==> src/rtl/muldiv_if.sv <==
// Handshake/bus bundle between the execute-stage control and the muldiv unit.
// dbg_state mirrors the internal FSM state for observation.
interface muldiv_if;
  logic        start;
  logic [1:0]  op;
  logic [31:0] a;
  logic [31:0] b;
  logic        mthi;
  logic        mtlo;
  logic        busy;
  logic        done;
  logic [31:0] hi;
  logic [31:0] lo;
  logic [1:0]  dbg_state;

  // start is sampled only while busy=0; done pulses one cycle as HI/LO update.
  modport slave (
    input  start, op, a, b, mthi, mtlo,
    output busy, done, hi, lo, dbg_state
  );

  modport master (
    output start, op, a, b, mthi, mtlo,
    input  busy, done, hi, lo, dbg_state
  );
endinterface

==> src/rtl/muldiv.sv <==
// Iterative MULT/MULTU/DIV/DIVU unit with architectural HI/LO registers.
// Define MULDIV_DIV_EN to compile in the divide datapath; otherwise divide starts are ignored.
module muldiv (
  input  logic     clk,
  input  logic     reset,
  muldiv_if.slave  bus
);

  typedef enum logic [1:0] {
    IDLE = 2'd0,
    RUN  = 2'd1,
    FIX  = 2'd2
  } state_t;

  state_t      state_q, state_d;
  logic [5:0]  cnt_q, cnt_d;
  logic [63:0] acc_q, acc_d;
  logic [31:0] d_q, d_d;
  logic        neg_q, neg_d;
  logic [31:0] hi_q, hi_d;
  logic [31:0] lo_q, lo_d;
  logic        done_q, done_d;
`ifdef MULDIV_DIV_EN
  logic        div_q, div_d;
  logic        rneg_q, rneg_d;
  logic        dz_q, dz_d;
`endif

  logic        accept;
  logic        a_neg, b_neg;
  logic [31:0] mag_a, mag_b;
  logic [32:0] mul_sum;
  logic [63:0] mul_next;
  logic [63:0] prod_fix;
`ifdef MULDIV_DIV_EN
  logic [64:0] shl;
  logic [33:0] trial;
  logic [63:0] div_next;
  logic [31:0] quo_fix, rem_fix;
`endif

  // Shift-add step: accumulator low half holds the unconsumed multiplier bits.
  assign mul_sum  = {1'b0, acc_q[63:32]} + {1'b0, (acc_q[0] ? d_q : 32'd0)};
  assign mul_next = {mul_sum, acc_q[31:1]};
  assign prod_fix = neg_q ? (~acc_q + 64'd1) : acc_q;

`ifdef MULDIV_DIV_EN
  // Restoring step: carry-out of the 33-bit trial subtraction means "no borrow".
  assign shl      = {acc_q, 1'b0};
  assign trial    = {1'b0, shl[64:32]} + {1'b0, 1'b1, ~d_q} + 34'd1;
  assign div_next = trial[33] ? {trial[31:0], shl[31:1], 1'b1} : shl[63:0];
  assign quo_fix  = dz_q ? 32'hFFFF_FFFF : (neg_q ? (~acc_q[31:0] + 32'd1) : acc_q[31:0]);
  assign rem_fix  = rneg_q ? (~acc_q[63:32] + 32'd1) : acc_q[63:32];
  assign accept   = bus.start;
`else
  assign accept   = bus.start & ~bus.op[1];
`endif

  assign a_neg = ~bus.op[0] & bus.a[31];
  assign b_neg = ~bus.op[0] & bus.b[31];
  assign mag_a = a_neg ? (~bus.a + 32'd1) : bus.a;
  assign mag_b = b_neg ? (~bus.b + 32'd1) : bus.b;

  always_comb begin
    state_d = state_q;
    cnt_d   = cnt_q;
    acc_d   = acc_q;
    d_d     = d_q;
    neg_d   = neg_q;
    hi_d    = hi_q;
    lo_d    = lo_q;
    done_d  = 1'b0;
`ifdef MULDIV_DIV_EN
    div_d   = div_q;
    rneg_d  = rneg_q;
    dz_d    = dz_q;
`endif
    case (state_q)
      IDLE: begin
        if (accept) begin
          state_d = RUN;
          cnt_d   = 6'd0;
          neg_d   = a_neg ^ b_neg;
          acc_d   = {32'd0, mag_b};
          d_d     = mag_a;
`ifdef MULDIV_DIV_EN
          div_d   = bus.op[1];
          rneg_d  = a_neg;
          dz_d    = (bus.b == 32'd0);
          if (bus.op[1]) begin
            acc_d = {32'd0, mag_a};
            d_d   = mag_b;
          end
`endif
        end else begin
          if (bus.mthi) hi_d = bus.a;
          if (bus.mtlo) lo_d = bus.a;
        end
      end
      RUN: begin
        cnt_d = cnt_q + 6'd1;
        acc_d = mul_next;
`ifdef MULDIV_DIV_EN
        if (div_q) acc_d = div_next;
`endif
        if (cnt_q == 6'd31) state_d = FIX;
      end
      FIX: begin
        state_d = IDLE;
        done_d  = 1'b1;
        hi_d    = prod_fix[63:32];
        lo_d    = prod_fix[31:0];
`ifdef MULDIV_DIV_EN
        if (div_q) begin
          hi_d = rem_fix;
          lo_d = quo_fix;
        end
`endif
      end
      default: state_d = IDLE;
    endcase
  end

  always_ff @(posedge clk or posedge reset) begin
    if (reset) begin
      state_q <= IDLE;
      cnt_q   <= 6'd0;
      acc_q   <= 64'd0;
      d_q     <= 32'd0;
      neg_q   <= 1'b0;
      hi_q    <= 32'd0;
      lo_q    <= 32'd0;
      done_q  <= 1'b0;
`ifdef MULDIV_DIV_EN
      div_q   <= 1'b0;
      rneg_q  <= 1'b0;
      dz_q    <= 1'b0;
`endif
    end else begin
      state_q <= state_d;
      cnt_q   <= cnt_d;
      acc_q   <= acc_d;
      d_q     <= d_d;
      neg_q   <= neg_d;
      hi_q    <= hi_d;
      lo_q    <= lo_d;
      done_q  <= done_d;
`ifdef MULDIV_DIV_EN
      div_q   <= div_d;
      rneg_q  <= rneg_d;
      dz_q    <= dz_d;
`endif
    end
  end

  assign bus.busy      = (state_q != IDLE);
  assign bus.done      = done_q;
  assign bus.hi        = hi_q;
  assign bus.lo        = lo_q;
  assign bus.dbg_state = state_q;

endmodule

==> src/flat_wrapper.sv <==
// flat-port wrapper written by rule: the top's interface ports become plain ports
module muldiv_flat 
  (clk, reset, bus_start, bus_op, bus_a, bus_b, bus_mthi, bus_mtlo, bus_busy, bus_done, bus_hi, bus_lo, bus_dbg_state);
  muldiv_if bus_i ();
  input  logic clk;
  input  logic reset;
  input wire logic [$bits(bus_i.start)-1:0] bus_start;
  input wire logic [$bits(bus_i.op)-1:0] bus_op;
  input wire logic [$bits(bus_i.a)-1:0] bus_a;
  input wire logic [$bits(bus_i.b)-1:0] bus_b;
  input wire logic [$bits(bus_i.mthi)-1:0] bus_mthi;
  input wire logic [$bits(bus_i.mtlo)-1:0] bus_mtlo;
  output wire logic [$bits(bus_i.busy)-1:0] bus_busy;
  output wire logic [$bits(bus_i.done)-1:0] bus_done;
  output wire logic [$bits(bus_i.hi)-1:0] bus_hi;
  output wire logic [$bits(bus_i.lo)-1:0] bus_lo;
  output wire logic [$bits(bus_i.dbg_state)-1:0] bus_dbg_state;
  assign bus_i.start = bus_start;
  assign bus_i.op = bus_op;
  assign bus_i.a = bus_a;
  assign bus_i.b = bus_b;
  assign bus_i.mthi = bus_mthi;
  assign bus_i.mtlo = bus_mtlo;
  assign bus_busy = bus_i.busy;
  assign bus_done = bus_i.done;
  assign bus_hi = bus_i.hi;
  assign bus_lo = bus_i.lo;
  assign bus_dbg_state = bus_i.dbg_state;
  muldiv u_core (.clk(clk), .reset(reset), .bus(bus_i));
endmodule
==> config.mk <==
export PLATFORM = sky130hd
export DESIGN_NAME = muldiv_flat
export DESIGN_NICKNAME = d
export VERILOG_FILES = /design/src/rtl/muldiv_if.sv /design/src/rtl/muldiv.sv /design/src/flat_wrapper.sv
export SDC_FILE = /design/constraint.sdc
export NUM_CORES = 1
export LEC_CHECK = 0
export ABC_AREA = 1
export CAP_MARGIN = 0
export CORE_UTILIZATION = 35
export DETAILED_ROUTE_END_ITERATION = 10
export HOLD_SLACK_MARGIN = 0.1
export PLACE_DENSITY_LB_ADDON = 0.05
export SLEW_MARGIN = 15
export SYNTH_ARGS = -nofsm -noshare
export SYNTH_HDL_FRONTEND = slang
export SYNTH_SLANG_ARGS = --single-unit
==> constraint.sdc <==
create_clock -name clk -period 17.73 [get_ports clk]
set_input_delay 3.546 -clock clk [delete_from_list [all_inputs] [get_ports clk]]
set_output_delay 3.546 -clock clk [all_outputs]
set_load 0.005 [all_outputs]
## Yosys cells after proc, flatten, opt, wreduce, memory -nomap -nowiden

Cells that the tools add are included.

- $add $sub $neg: 5
- Equal/unequal tests: 8
- Muxes and demuxes: 18
- Bitwise logic cells: 9
- Reductions and logical operators: 9

Operators with widths:

| operator | number |
|---|---|
| 2-to-1 mux 32 bit | 7 |
| 2-to-1 mux 64 bit | 2 |
| one-hot mux 32 bit (2 select lines) | 2 |
| one-hot mux 64 bit (2 select lines) | 1 |
| adder 32 x 1 -> 32 bit (second input constant) | 2 |
| adder 64 x 1 -> 64 bit (second input constant) | 1 |
| inverter 32 bit | 2 |
| inverter 64 bit | 1 |
| adder 32 x 32 -> 33 bit | 1 |
| one-hot mux 6 bit (2 select lines) | 1 |
| adder 6 x 1 -> 6 bit (second input constant) | 1 |
| == test 6 x 5 -> 1 bit (second input constant) | 1 |
| 2-to-1 mux 6 bit | 1 |
| != test 2 bit (second input constant) | 3 |
| AND reduction 2 bit | 3 |
| AND reduction 3 bit | 2 |
| nonzero test 2 bit | 3 |
| 2-to-1 mux 2 bit | 2 |
| != test 2 x 1 -> 1 bit (second input constant) | 2 |
| one-hot mux 2 bit (2 select lines) | 1 |
| AND 1 bit | 3 |
| == test 2 x 1 -> 1 bit (second input constant) | 1 |
| == test 2 bit (second input constant) | 1 |
| zero test 2 bit | 1 |
| 3 further kinds | 4 |

- Register bits after elaboration: 170
- Input bits: 71
- Output and inout bits: 68
- Logic and storage cells: 57

## Logic depth before layout (Yosys ltp)

- Depth after elaboration: 5
- Gate-level depth with buffers: 19
- Mapped depth without buffers: 17

## Least setup slack after synthesis

No wires, ideal clock.

- Path kind: input port to flip-flop
- From: in bus_b[0]
- To: reg u_core.acc_q[24]
- Setup time: 0.118 ns
- Arrival time: 4.712 ns
- Required time: 17.612 ns
- Setup slack: 12.900 ns
- Stages on the path: 11
- Path buffers: 0
- Path through: inv_1 -> ha_1 -> nand2_1 -> nor2_1 -> nand2_1 -> nand2_1 -> nand2_1 -> a21oi_1 -> nand3_1 -> nand3_1 -> nand2_1

- Longest elaborated chain between the ends: 5

Ends and longest elaborated chain:

| what | RTL line | RTL |
|---|---|---|
| start, declared | flat_wrapper.sv:10 | `input wire logic [$bits(bus_i.b)-1:0] bus_b;` |
| inverter 32 bit | muldiv.sv:62 | `assign mag_b = b_neg ? (~bus.b + 32'd1) : bus.b;` |
| adder 32 x 1 -> 32 bit | muldiv.sv:62 |  |
| 2-to-1 mux 32 bit | muldiv.sv:62 |  |
| 2-to-1 mux 64 bit | muldiv.sv:80 | `if (accept) begin` |
| one-hot mux 64 bit (2 select lines) | muldiv.sv:78 | `case (state_q)` |
| end signal, assigned | muldiv.sv:128 | `acc_q <= 64'd0;` |
| end signal, assigned | muldiv.sv:142 | `acc_q <= acc_d;` |
| end, declared | muldiv.sv:17 | `logic [63:0] acc_q, acc_d;` |

No other way between the ends. The select of a mux whose other input is x is not followed.
A chain may end at the register's enable or synchronous reset.

## Worst setup path in the final report

- From: in bus_op[1]
- To: reg u_core.acc_q[31]

- Longest elaborated chain between the ends: 4

Ends and longest elaborated chain:

| what | RTL line | RTL |
|---|---|---|
| start, declared | flat_wrapper.sv:8 | `input wire logic [$bits(bus_i.op)-1:0] bus_op;` |
| inverter 1 bit | muldiv.sv:56 | `assign accept = bus.start & ~bus.op[1];` |
| AND 1 bit | muldiv.sv:56 |  |
| != test 2 x 1 -> 1 bit (no line) | n/a |  |
| AND reduction 2 bit (no line) | n/a |  |

No other way between the ends.

==> results.sh <==
export IMPL_clkTransAtPathRegs_ns=0.07
export IMPL_synthTopCellsByArea="dfrtp_1 (31%), nand2_1 (19%), nor2_1 (8.9%)"
export IMPL_remaining_drc_errors=0
export IMPL_placed_area_um2=15500
export IMPL_gp_congestion=0.933
export IMPL_yosys_warnings=0
export IMPL_outcome="complete, no violations"
export IMPL_setup_violations=0
export IMPL_synth_seq_cells=170
export IMPL_drive_gt1_share_pct=4.03
export IMPL_fin_tns_setup_ns=0
export IMPL_h_tree_depth=4
export IMPL_max_stage_delay_ns=0.76
export IMPL_cp_max_fo=39
export IMPL_post_drt_via_cell_ratio=5.11
export IMPL_die_w_um=199
export IMPL_detail_route_antenna_nets=0
export IMPL_powerDensity_nw_per_um2=173
export IMPL_stdcell_area_um2=16100
export IMPL_ctsRootBufferMaster="clkbuf_16"
export IMPL_slew_headroom_pct=23.7
export IMPL_areaGrowthSynthToFinish_pct=17.7
export IMPL_grt_pass1_vias=13864
export IMPL_grt_max_degree=88
export IMPL_synth_top_area_cell="dfrtp_1"
export IMPL_worstMarginPinSlew_ns=1.13
export IMPL_period_needed_ns=5.87
export IMPL_start_util_pct=35.9
export IMPL_cts_resized=0
export IMPL_synth_top_area_share_pct=31.2
export IMPL_cts_max_path_buffers=2
export IMPL_track_usage_pct=26.9
export IMPL_fill_cells=4255
export IMPL_io_pins=139
export IMPL_cap_viol_max_count=0
export IMPL_period_share_pct=33.1
export IMPL_worstPathBufferInverterCount=3
export IMPL_slew_violations=0
export IMPL_fp_dieArea_um2=39800
export IMPL_cts_tree="yes"
export IMPL_skew_ns=0.0103
export IMPL_die_y_um=199
export IMPL_regArea_um2=4260
export IMPL_core_area_um2=38000
export IMPL_antenna_found_initial=0
export IMPL_portBuffers=138
export IMPL_cts_sinks=170
export IMPL_rsz0062_at_grt="false"
export IMPL_cp_arrival_ns=6.25
export IMPL_leakage_nw=7.97
export IMPL_crit_type="input pin to register"
export IMPL_wire_per_inst_um=18.6
export IMPL_crit_family="buffers and inverters"
export IMPL_numCtsBuffers=17
export IMPL_peakVddDrop_mv=0.0865
export IMPL_yosysSeqAreaShare_pct=31.2
export IMPL_synthArstFlopShare_pct=100
export IMPL_ys_types=48
export IMPL_grt_pass1_wl_um=79900
export IMPL_vias=14384
export IMPL_avgSynthCellArea_um2=6.24
export IMPL_finalHoldViolCount=0
export IMPL_endpoint_kind="register"
export IMPL_drtIter0Drc=1042
export IMPL_routed_wirelength_um=52400
export IMPL_hp_class="register to register"
export IMPL_holdWs_ns=0.479
export IMPL_postCtsSetupBuffers=0
export IMPL_yosys_top_cells_count="nand2_1 (681), nor2_1 (325), inv_1 (300)"
export IMPL_start_kind="input pin"
export IMPL_clk_latency_ns=0.46
export IMPL_grt_ovfl_total=0
export IMPL_synth_edff_count=0
export IMPL_path_cells="clkdlybuf4s50_1 -> nor3_4 -> buf_4 -> nor2_4 -> inv_2 -> o21ai_0 -> o21bai_1"
export IMPL_multi_input_area_um2=7940
export IMPL_netlist_area_um2=13600
export IMPL_slowest_stage="nor2_4"
export IMPL_syn_nets=2297
export IMPL_nets=2401
export IMPL_rows=71
export IMPL_ys_flop_type="dfrtp_1"
export IMPL_dr_pass1_iters=5
export IMPL_yosysMostFrequentCell="nand2_1"
export IMPL_hpwl_um=41400
export IMPL_synth_cells=2189
export IMPL_cts_hold_buf=0
export IMPL_diodes=0
export IMPL_max_freq_ghz=0.170
export IMPL_crit_required_ns=18.11
## registers in the layout, summed over array words and instances (netlist names)
name                  count
u_core.acc_q             64
u_core.bus.dbg_state      2
u_core.bus.done           1
u_core.bus.hi            32
u_core.bus.lo            32
u_core.cnt_q              6
u_core.d_q               32
u_core.neg_q              1
## power breakdown
| part | internal (mW) | switching (mW) | leakage [nW] | total, mW |
|---|---|---|---|---|
| Combinational | 0.598 | 1.03 | 5.62 | 1.63 |
| Clock | 0.216 | 0.170 | 0.291 | 0.386 |
| Sequential | 0.570 | 0.189 | 2.05 | 0.759 |
| Total | 1.38 | 1.39 | 7.97 | 2.78 |
## worst reg2reg max path, delay by kind of cell, from the launching register on
family	cells	cell delay, ns
DFF	1	0.56
and+or+nand+nor	3	0.92
AOI/OAI and AO/OA	2	0.49
buffers and inverters	3	1.00
## final cells by class
| class | count | area share [%] |
|---|---|---|
| inverter | 306 | 7.21 |
| clock buffer | 19 | 2.82 |
| sequential | 170 | 26.5 |
| tap | 511 | 3.98 |
| multi-input combinational | 1647 | 49.4 |
| timing repair buffer | 151 | 9.21 |
| clock inverter | 12 | 0.865 |
## final timing paths
| kind | start | slack (ns) | depth (start not counted) | end |
|---|---|---|---|---|
| hold reg to reg | u_core.d_q[25]$_DFFE_PP0P_ | 0.48 | 2 | u_core.d_q[25]$_DFFE_PP0P_ |
| min in group asynchronous | reset | 3.48 | 2 | u_core.bus.lo[4]$_DFFE_PP0P_ |
| max in group asynchronous | reset | 12.96 | 3 | u_core.neg_q$_DFFE_PP0P_ |
| hold / removal | u_core.d_q[25]$_DFFE_PP0P_ | 0.48 | 2 | u_core.d_q[25]$_DFFE_PP0P_ |
| setup reg to reg | u_core.bus.dbg_state[1]$_DFFE_PP0P_ | 14.69 | 8 | u_core.acc_q[31]$_DFFE_PP0P_ |
| setup / recovery | bus_op[1] | 11.86 | 7 | u_core.acc_q[31]$_DFFE_PP0P_ |
## stage by stage
| stage | worst slack, ns | utilization (%) | power, mW | instances |
|---|---|---|---|---|
| finish | 11.86 | 42.2 | 2.78 | 2816 |
| floorplan | 9.58 | - | 1.77 | 2189 |
| CTS | 11.84 | 42.2 | 2.78 | 2816 |
| global route | 11.68 | 42.2 | 3.01 | 2816 |
| detailed placement | 11.38 | 40.7 | 2.38 | 2785 |
| global placement | 11.44 | 40.7 | 2.37 | 2785 |
## layout by cell type (no fill, tap or decap), types with 15 or more instances in the layout
cell type          n
ha_1              36
dfrtp_1          169
nor2_1           325
nand2_1          681
a21boi_1          17
nand3_1          191
a2bb2oi_2         18
inv_1            298
o22ai_1           23
nor3_1            15
clkdlybuf4s50_1  138
a21oi_1           73
clkbuf_16         17
o21ai_0          117
xor2_1            30
o21bai_1          16
## logic make-up after synthesis
family | count (synthesis) | share of synthesized area [%]
compound gates | 320 | 15.0
xor+xnor | 32 | 2.05
fa+ha+maj | 37 | 3.45
buf+inv | 372 | 10.8
flops | 170 | 31.2
simple gates | 1258 | 37.5
## metal layers
| metal | global-route usage, % | share of wire, % | up-vias |
|---|---|---|---|
| met5 | 0 | 0 | - |
| met4 | 7.24 | 1.8 | 0 |
| met3 | 2.06 | 3.6 | 47 |
| met2 | 45.8 | 48 | 338 |
| met1 | 36.5 | 47 | 6808 |
| li1 | - | - | 7191 |
(Power assumes the default switching activity.)
